--- src/rtl/hilo_muldiv_unit.sv ---
// Multicycle signed multiply/divide unit feeding the HI/LO registers.
// Radix-2 Booth multiply or restoring divide, one bit per clock, with a divide-by-zero flag.
module hilo_muldiv_unit #(
  parameter int WIDTH = 32
) (
  input  logic                    clock,
  input  logic                    reset,
  input  logic                    start,
  input  logic                    hd_control,
  input  logic signed [WIDTH-1:0] a_in,
  input  logic signed [WIDTH-1:0] b_in,
  output logic        [WIDTH-1:0] hi_out,
  output logic        [WIDTH-1:0] lo_out,
  output logic                    busy,
  output logic                    done,
  output logic                    div_by_zero
);

  localparam int CNT_W = (WIDTH > 1) ? $clog2(WIDTH) : 1;
  localparam logic [CNT_W-1:0] LAST_CNT = CNT_W'(WIDTH - 1);

  typedef enum logic [1:0] {IDLE, MULT, DIV, FINISH} state_t;

  state_t state, state_next;

  logic [CNT_W-1:0]        cnt;
  logic [2*WIDTH:0]        acc;
  logic signed [WIDTH-1:0] mcand;
  logic [WIDTH-1:0]        rem;
  logic [WIDTH-1:0]        quo;
  logic [WIDTH-1:0]        dvsr;
  logic                    quo_neg;
  logic                    rem_neg;
  logic                    dz_flag;

  logic signed [WIDTH:0]   booth_hi;
  logic signed [WIDTH:0]   booth_mc;
  logic signed [WIDTH:0]   booth_sum;
  logic [2*WIDTH:0]        acc_next;
  logic [WIDTH:0]          div_shift;
  logic                    div_fits;
  logic [WIDTH-1:0]        rem_next;
  logic [WIDTH-1:0]        quo_next;
  logic                    last_iter;

  function automatic logic [WIDTH-1:0] magnitude(input logic [WIDTH-1:0] v);
    return v[WIDTH-1] ? (~v + WIDTH'(1)) : v;
  endfunction

  function automatic logic [WIDTH-1:0] apply_sign(input logic [WIDTH-1:0] v,
                                                  input logic neg);
    return neg ? (~v + WIDTH'(1)) : v;
  endfunction

  // Booth step: the upper half is widened by one bit so subtracting the most
  // negative multiplicand cannot overflow before the arithmetic shift.
  always_comb begin
    booth_hi = {acc[2*WIDTH], acc[2*WIDTH:WIDTH+1]};
    booth_mc = {mcand[WIDTH-1], mcand};
    case (acc[1:0])
      2'b01:   booth_sum = booth_hi + booth_mc;
      2'b10:   booth_sum = booth_hi - booth_mc;
      default: booth_sum = booth_hi;
    endcase
    acc_next = {booth_sum, acc[WIDTH:1]};
  end

  // Restoring divide step; the partial remainder always stays below the divisor.
  always_comb begin
    div_shift = {rem, quo[WIDTH-1]};
    div_fits  = (div_shift >= {1'b0, dvsr});
    rem_next  = div_fits ? WIDTH'(div_shift - {1'b0, dvsr}) : WIDTH'(div_shift);
    quo_next  = {quo[WIDTH-2:0], div_fits};
  end

  assign last_iter = ((state == MULT) || (state == DIV)) && (cnt == LAST_CNT);

  always_comb begin
    state_next = state;
    case (state)
      IDLE: begin
        if (start) begin
          if (!hd_control)        state_next = MULT;
          else if (b_in != '0)    state_next = DIV;
          else                    state_next = FINISH;
        end
      end
      MULT, DIV: begin
        if (cnt == LAST_CNT) state_next = FINISH;
      end
      FINISH:  state_next = IDLE;
      default: state_next = IDLE;
    endcase
  end

  assign busy        = (state != IDLE);
  assign done        = (state == FINISH);
  assign div_by_zero = (state == FINISH) && dz_flag;

  always_ff @(posedge clock) begin
    if (reset) begin
      state   <= IDLE;
      cnt     <= '0;
      acc     <= '0;
      mcand   <= '0;
      rem     <= '0;
      quo     <= '0;
      dvsr    <= '0;
      quo_neg <= 1'b0;
      rem_neg <= 1'b0;
      dz_flag <= 1'b0;
      hi_out  <= '0;
      lo_out  <= '0;
    end else begin
      state <= state_next;
      case (state)
        IDLE: begin
          dz_flag <= 1'b0;
          if (start) begin
            cnt <= '0;
            if (!hd_control) begin
              acc   <= {{WIDTH{1'b0}}, b_in, 1'b0};
              mcand <= a_in;
            end else if (b_in != '0) begin
              rem     <= '0;
              quo     <= magnitude(a_in);
              dvsr    <= magnitude(b_in);
              quo_neg <= a_in[WIDTH-1] ^ b_in[WIDTH-1];
              rem_neg <= a_in[WIDTH-1];
            end else begin
              dz_flag <= 1'b1;
            end
          end
        end
        MULT: begin
          acc <= acc_next;
          cnt <= cnt + CNT_W'(1);
          if (last_iter) begin
            hi_out <= acc_next[2*WIDTH:WIDTH+1];
            lo_out <= acc_next[WIDTH:1];
          end
        end
        DIV: begin
          rem <= rem_next;
          quo <= quo_next;
          cnt <= cnt + CNT_W'(1);
          if (last_iter) begin
            hi_out <= apply_sign(rem_next, rem_neg);
            lo_out <= apply_sign(quo_next, quo_neg);
          end
        end
        default: ;
      endcase
    end
  end

endmodule

--- config.mk ---
export PLATFORM = sky130hd
export DESIGN_NAME = hilo_muldiv_unit
export DESIGN_NICKNAME = d
export VERILOG_FILES = /design/src/rtl/hilo_muldiv_unit.sv
export SDC_FILE = /design/constraint.sdc
export NUM_CORES = 1
export LEC_CHECK = 0
export ABC_AREA = 1
export CORE_ASPECT_RATIO = 1.1
export CORE_MARGIN = 3
export CORE_UTILIZATION = 40
export DETAILED_ROUTE_END_ITERATION = 7
export SLEW_MARGIN = 10
export SYNTH_ARGS = -nofsm -noshare
export SYNTH_HDL_FRONTEND = slang
export SYNTH_SLANG_ARGS = --single-unit
--- constraint.sdc ---
create_clock -name clock -period 6.3 [get_ports clock]
set_input_delay 1.575 -clock clock [delete_from_list [all_inputs] [get_ports clock]]
set_output_delay 1.575 -clock clock [all_outputs]
set_load 0.1 [all_outputs]
==> results_dict.tcl, run 1 <==
set metrics [dict create \
    area_delta_synth_final_pct 14.6 \
    antenna_found_initial 0 \
    ir_drop_v 0.000205 \
    fin_nets 3530 \
    cts_resized 0 \
    ctsHoldBuffers 0 \
    numCtsBuffers 35 \
    ant_nets 0 \
    hold_ws_ps 464 \
    tns_ps 0 \
    p_seq_share_pct 23.1 \
    grt_pass1_vias 20200 \
    clkSlewWorstSetupHoldPaths_ps 60 \
    p_clk_share_pct 22.6 \
    arrival_ps 5460 \
    grt_max_degree 90 \
    dr.pass1.iters 8 \
    std_cell_rows 85 \
    worstHoldPathCells 2 \
    ys_seq_elements 267 \
    wl_per_cell_um 18.8 \
    synth_area_mm2 0.0202 \
    worst-path-buf-inv 4 \
    fmax_ghz 0.198 \
    critical_path.endpoint_type "flop" \
    crit_fanout 29 \
    tightest_slew_ps 1100 \
    die_area_mm2 0.0533 \
    numClockSinks 267 \
    min_period_ps 5050 \
    htree_levels 2 \
    swShare_pct 49.9 \
    relSlewSlack_pct 26.7 \
    fillers 5263 \
    yosysTopAreaCellShare_pct 26.4 \
    reg2reg_from "dvsr[8]$_SDFFE_PP0P_" \
    r2r_slack_ps 1250 \
    grt_pass1_wl_mm 117 \
    status "complete, no violations" \
    p_switching_mw 4.63 \
    syn_nets 3476 \
    yosys_warnings 0 \
    dieWidth_um 220 \
    gp_congestion 1.00 \
    routed_wl_mm 76.3 \
    ys_seq_area_share_pct 26.4 \
    worstPathRequired_ps 6700 \
    design_area_mm2 0.0232 \
    critical_path.top_delay_family "simple AND/OR/NAND/NOR gates" \
    die_h_um 242 \
    fin_skew_ps 30.1 \
    finalSetupViolCount 0 \
    leakage_nw 10.5 \
    rsz0062_at_grt "no" \
    start_kind "flop" \
    synth.area.top_cells "dfxtp_1 (26%), nand2_1 (17%), a21oi_1 (7.9%)" \
    vias 21900 \
    pwr-share-comb_pct 54.2 \
    syn_avg_cell_area_um2 6.07 \
    clock_latency_ps 570 \
    period_share_pct 80.2 \
    cp_common_cell "nand2_1" \
    slowest_delay_ps 530 \
    hold_violations 0 \
    crit_type "flop to flop" \
    drc 0 \
    root_buffer "clkbuf_16" \
    drtIter0Drc 1898 \
    hold_class "flop to flop" \
    slew_viol_final 0 \
    mostFrequentLayoutCell "nand2_1" \
    grt_overflow_total 0 \
    initial_core_util_pct 40.9 \
    yosys.cell_types.count 54 \
    worst_path_max_delay_cell "nand2_2" \
    total_power_mw 9.27 \
    p_per_area_mw_per_mm2 400 \
    antennaDiodeCount 0 \
    synth.largest_area_cell "dfxtp_1" \
    post_cts_buffers 0 \
    layout_common_cells "nand2_1 (927), inv_1 (410), a21oi_1 (316)" \
    fin_ws_ps 1250 \
    r2r_cells 27 \
    hold_end "hi_out[24]$_SDFFE_PP0P_" \
    io_buffers 134 \
    fp.coreArea_mm2 0.0495 \
    clk_path_buf_depth 3 \
    maxCapViolCount 0 \
    hold_start "hi_out[24]$_SDFFE_PP0P_" \
    grt_util_all_layers_pct 27.9 \
    via_per_inst 5.40 \
    placed_area_mm2 0.0220 \
    io_pins 135 \
    cts_tree "yes" \
    r2r_end "lo_out[30]$_SDFFE_PP0P_" \
    p_int_mw 4.64 \
    drive_gt1_share_pct 6.02 \
    place_ws_ps 1120 \
    synth_cells 3330 \
    hpwlAfterDp_mm 59.4 \
]
[cell families after synthesis]
logic type	synth area share, %
AOI/OAI and AO/OA	19.4
muxes	0.0990
adders and majority gates	4.90
and+or+nand+nor	33.8
buffers and inverters	11.0
DFF	26.4
xor gates and xnor gates	4.42
[flip-flops by register name, indices dropped and copies added (netlist names), 2 cells and up]
register / count
acc: 65
cnt: 5
dvsr: 32
hi_out: 32
lo_out: 32
mcand: 32
quo: 32
rem: 32
state: 2
[worst register-to-register path: cells and delay by family (launching register included)]
kind                       cells  cell delay [ps]
adders and majority gates      2              590
buffers and inverters          4              440
and+or+nand+nor               15             2390
AOI/OAI and AO/OA              6             1130
DFF                            1              340
[final cells by class]
cell class | instances | area (um2) | share of cell area (%)
Clock inverter | 16 | 234 | 1.01
Timing Repair Buffer | 161 | 1540 | 6.65
Clock buffer | 44 | 940 | 4.06
Sequential cell | 267 | 5350 | 23.1
Inverter | 423 | 1590 | 6.86
Multi-Input combinational cell | 2496 | 12700 | 54.8
Tap cell | 652 | 816 | 3.52
[power groups by stage]
stage | Combinational, mW | Sequential, mW | Clock (mW)
after floorplan | 3.59 | 2.07 | 0
after global placement | 4.93 | 2.16 | 0
after detailed placement | 4.95 | 2.17 | 0
after CTS | 4.98 | 2.13 | 2.13
after global routing | 5.58 | 2.17 | 2.19
final | 5.03 | 2.14 | 2.10
[how the worst max path moves through the flow]
| stage | start | end | slack (ps) | depth (start not counted) |
|---|---|---|---|---|
| global placement | b_in[31] | quo[6]$_SDFFE_PP0P_ | 1200 | 14 |
| floorplan | mcand[2]$_SDFFE_PP0P_ | hi_out[31]$_SDFFE_PP0P_ | 2530 | 32 |
| global route | mcand[2]$_SDFFE_PP0P_ | hi_out[31]$_SDFFE_PP0P_ | 730 | 32 |
| finish | dvsr[8]$_SDFFE_PP0P_ | lo_out[30]$_SDFFE_PP0P_ | 1250 | 27 |
| CTS | dvsr[8]$_SDFFE_PP0P_ | lo_out[30]$_SDFFE_PP0P_ | 1320 | 27 |
| detailed placement | b_in[31] | quo[1]$_SDFFE_PP0P_ | 1120 | 14 |
[Yosys cell counts, drive strengths merged]
master   number
clkbuf      110
nand2b        1
fa            2
xor2         87
nand2       959
and2          6
a221oi        6
nand4        24
o21a          6
o21ai       251
ha           76
buf          34
o2111ai       1
a311oi        2
a21oi       325
a21o          5
o22ai         4
or3           1
a211oi       12
o211ai       17
nor2        293
a31oi        54
mux2i         2
xnor2        15
o21bai       10
nor3         53
o221ai        6
or2          33
o31ai         7
and3          1
nand3b       17
dfxtp       267
a21boi        5
nor4         12
o311ai        5
inv         418
nand3       198
clkinv        5
[layer usage]
metal  GRT usage, %  part of all wire, %  wire length (um)
met1           39.7                   45             34500
met4           9.89                  3.8              2870
met3           3.28                  6.3              4810
met5              0                    0                 0
met2           43.4                   45             34100
[per-stage QoR]
stage	cells	util [%]
3_5_place_dp	3999	44.5
4_1_cts	4059	46.8
5_1_grt	4059	46.8
2_1_floorplan	3330	-
6_report	4059	46.8
3_3_place_gp	3999	44.5
No activity file was read; power rests on OpenSTA's default activity.
==> inputs of run 2 (changes only) <==
==> constraint.sdc (replaced) <==
create_clock -name clock -period 5.1 [get_ports clock]
set_input_delay 1.275 -clock clock [delete_from_list [all_inputs] [get_ports clock]]
set_output_delay 1.275 -clock clock [all_outputs]
set_load 0.1 [all_outputs]
==> run 2 against run 1 <==
- routed wire length up 1.8%
- power up 24%
- core utilization is 0.24 points higher
- critical path depth is 3 lower
- sequential share of layout area is 0.12 points lower
- clock power increased by 24%
- cell count increased by 0.20%
- flip-flop and latch count stayed put
- fmax rose by 8.5%
- first-iteration DRC count rose by 14%
- critical path type unchanged
- critical endpoint is now hi_out[24]$_SDFFE_PP0P_
- highest routed layer unchanged
==> results_dict.tcl, run 2 (synthesis results as in run 1) <==
set metrics [dict create \
    status "complete, no violations" \
    tightest_slew_ps 1060 \
    worst_path_max_delay_cell "o311ai_0" \
    numClockSinks 267 \
    maxCapViolCount 0 \
    grt_max_degree 86 \
    regArea_mm2 0.00535 \
    hold_class "flop to flop" \
    startpoint "mcand[0]$_SDFFE_PP0P_" \
    std_cell_rows 85 \
    layout_common_cells "nand2_1 (927), inv_1 (410), a21oi_1 (314)" \
    fin_nets 3540 \
    post_cts_buffers 0 \
    slowest_delay_ps 680 \
    crit_type "flop to flop" \
    fp.coreArea_mm2 0.0495 \
    arrival_ps 5120 \
    root_buffer "clkbuf_16" \
    leakage_nw 10.5 \
    gp_congestion 0.974 \
    clock_latency_ps 560 \
    ctsHoldBuffers 0 \
    initial_core_util_pct 40.9 \
    fillers 5209 \
    fmax_ghz 0.215 \
    area_delta_synth_final_pct 15.2 \
    critical_path.endpoint_type "flop" \
    vias 22000 \
    fin_skew_ps 28.7 \
    via_per_inst 5.40 \
    placed_area_mm2 0.0221 \
    dieWidth_um 220 \
    cts_resized 0 \
    drc 0 \
    period_share_pct 91.3 \
    numCtsBuffers 35 \
    r2r_slack_ps 440 \
    relSlewSlack_pct 28.9 \
    ir_drop_v 0.000275 \
    worstPathCellList "inv_1 > ha_1 > nand3_1 > inv_1 > nand3_1 > nor3_1 > nand2_1 > nor4_1 > nand4_1 > nor2_1 > nor2_1 > xor2_2 > ha_1 > nand2_1 > nor2_1 > inv_1 > o311ai_0 > or2_2 > nand3_1 > nand2_1 > o21ai_0 > inv_1 > nand2_1 > a21oi_1" \
    pwr-share-comb_pct 54.5 \
    p_per_area_mw_per_mm2 493 \
    multiInputGateArea_mm2 0.0127 \
    grt_util_all_layers_pct 28.4 \
    tns_ps 0 \
    antennaDiodeCount 0 \
    p_switching_mw 5.73 \
    finalSetupViolCount 0 \
    reg2reg_from "mcand[0]$_SDFFE_PP0P_" \
    io_buffers 134 \
    start_kind "flop" \
    drtIter0Drc 2165 \
    hpwlAfterDp_mm 60.7 \
    clkSlewWorstSetupHoldPaths_ps 50 \
    crit_fanout 5 \
    die_h_um 242 \
    hold_ws_ps 465 \
    grt_pass1_vias 20300 \
    hold_violations 0 \
    top_register "acc" \
    grt_pass1_wl_mm 119 \
    htree_levels 2 \
    routed_wl_mm 77.7 \
    clk_path_buf_depth 3 \
    ant_nets 0 \
    p_clk_share_pct 22.6 \
    mostFrequentLayoutCell "nand2_1" \
    dr.pass1.iters 6 \
    fin_util_pct 47.1 \
    slew_viol_final 0 \
    swShare_pct 49.9 \
    design_area_mm2 0.0233 \
    rsz0062_at_grt "no" \
    place_ws_ps 437 \
    drive_gt1_share_pct 6.41 \
    largest_register_ff_count 65 \
    fin_ws_ps 442 \
    grt_overflow_total 0 \
    p_int_mw 5.76 \
    hold_start "hi_out[24]$_SDFFE_PP0P_" \
    wl_per_cell_um 19.1 \
    cts_tree "yes" \
    antenna_found_initial 1 \
    io_pins 135 \
    p_seq_share_pct 22.9 \
    die_area_mm2 0.0533 \
    worstPathRequired_ps 5570 \
    min_period_ps 4660 \
]
## run 2: layout make-up
class	count	share of cell area (%)
Sequential cell	267	23.0
Clock inverter	10	0.742
Clock buffer	48	4.27
Timing Repair Buffer	171	7.00
Multi-Input combinational cell	2496	54.7
Tap cell	652	3.50
Inverter	423	6.83
## run 2: routing by layer
layer  vias to the layer above  part of all wire (%)  GRT usage [%]
met5                         -                     0              0
met4                         0                   2.8           7.90
met3                        96                   6.6           3.14
met2                       755                    46           45.4
met1                     10200                    45           40.3
li1                      11000                     -              -
## run 2: per-stage QoR
stage / cells / total power, mW
2_1_floorplan: 3330 / 7.00
3_3_place_gp: 4009 / 8.80
3_5_place_dp: 4009 / 8.82
4_1_cts: 4067 / 11.4
5_1_grt: 4067 / 12.3
6_report: 4067 / 11.5
## run 2: critical path: cells and delay by family (launching register included)
| kind | cells | cell delay [ps] |
|---|---|---|
| adders and majority gates | 2 | 640 |
| AOI/OAI and AO/OA | 3 | 890 |
| buffers and inverters | 4 | 340 |
| and+or+nand+nor | 14 | 2200 |
| DFF | 1 | 310 |
| xor gates and xnor gates | 1 | 210 |
## run 2: path summary, 6_finish.rpt
check / cells after the start / end
worst max-delay path: 24 / hi_out[24]$_SDFFE_PP0P_
worst max register to register: 24 / hi_out[24]$_SDFFE_PP0P_
worst min-delay path: 2 / hi_out[24]$_SDFFE_PP0P_
worst min register to register: 2 / hi_out[24]$_SDFFE_PP0P_
## run 2: power groups by stage
stage / clock network, mW / registers [mW] / logic (mW)
after floorplan: 0 / 2.56 / 4.44
after global routing: 2.71 / 2.67 / 6.93
after detailed placement: 0 / 2.66 / 6.16
final: 2.60 / 2.63 / 6.25
after global placement: 0 / 2.66 / 6.14
after CTS: 2.63 / 2.62 / 6.19
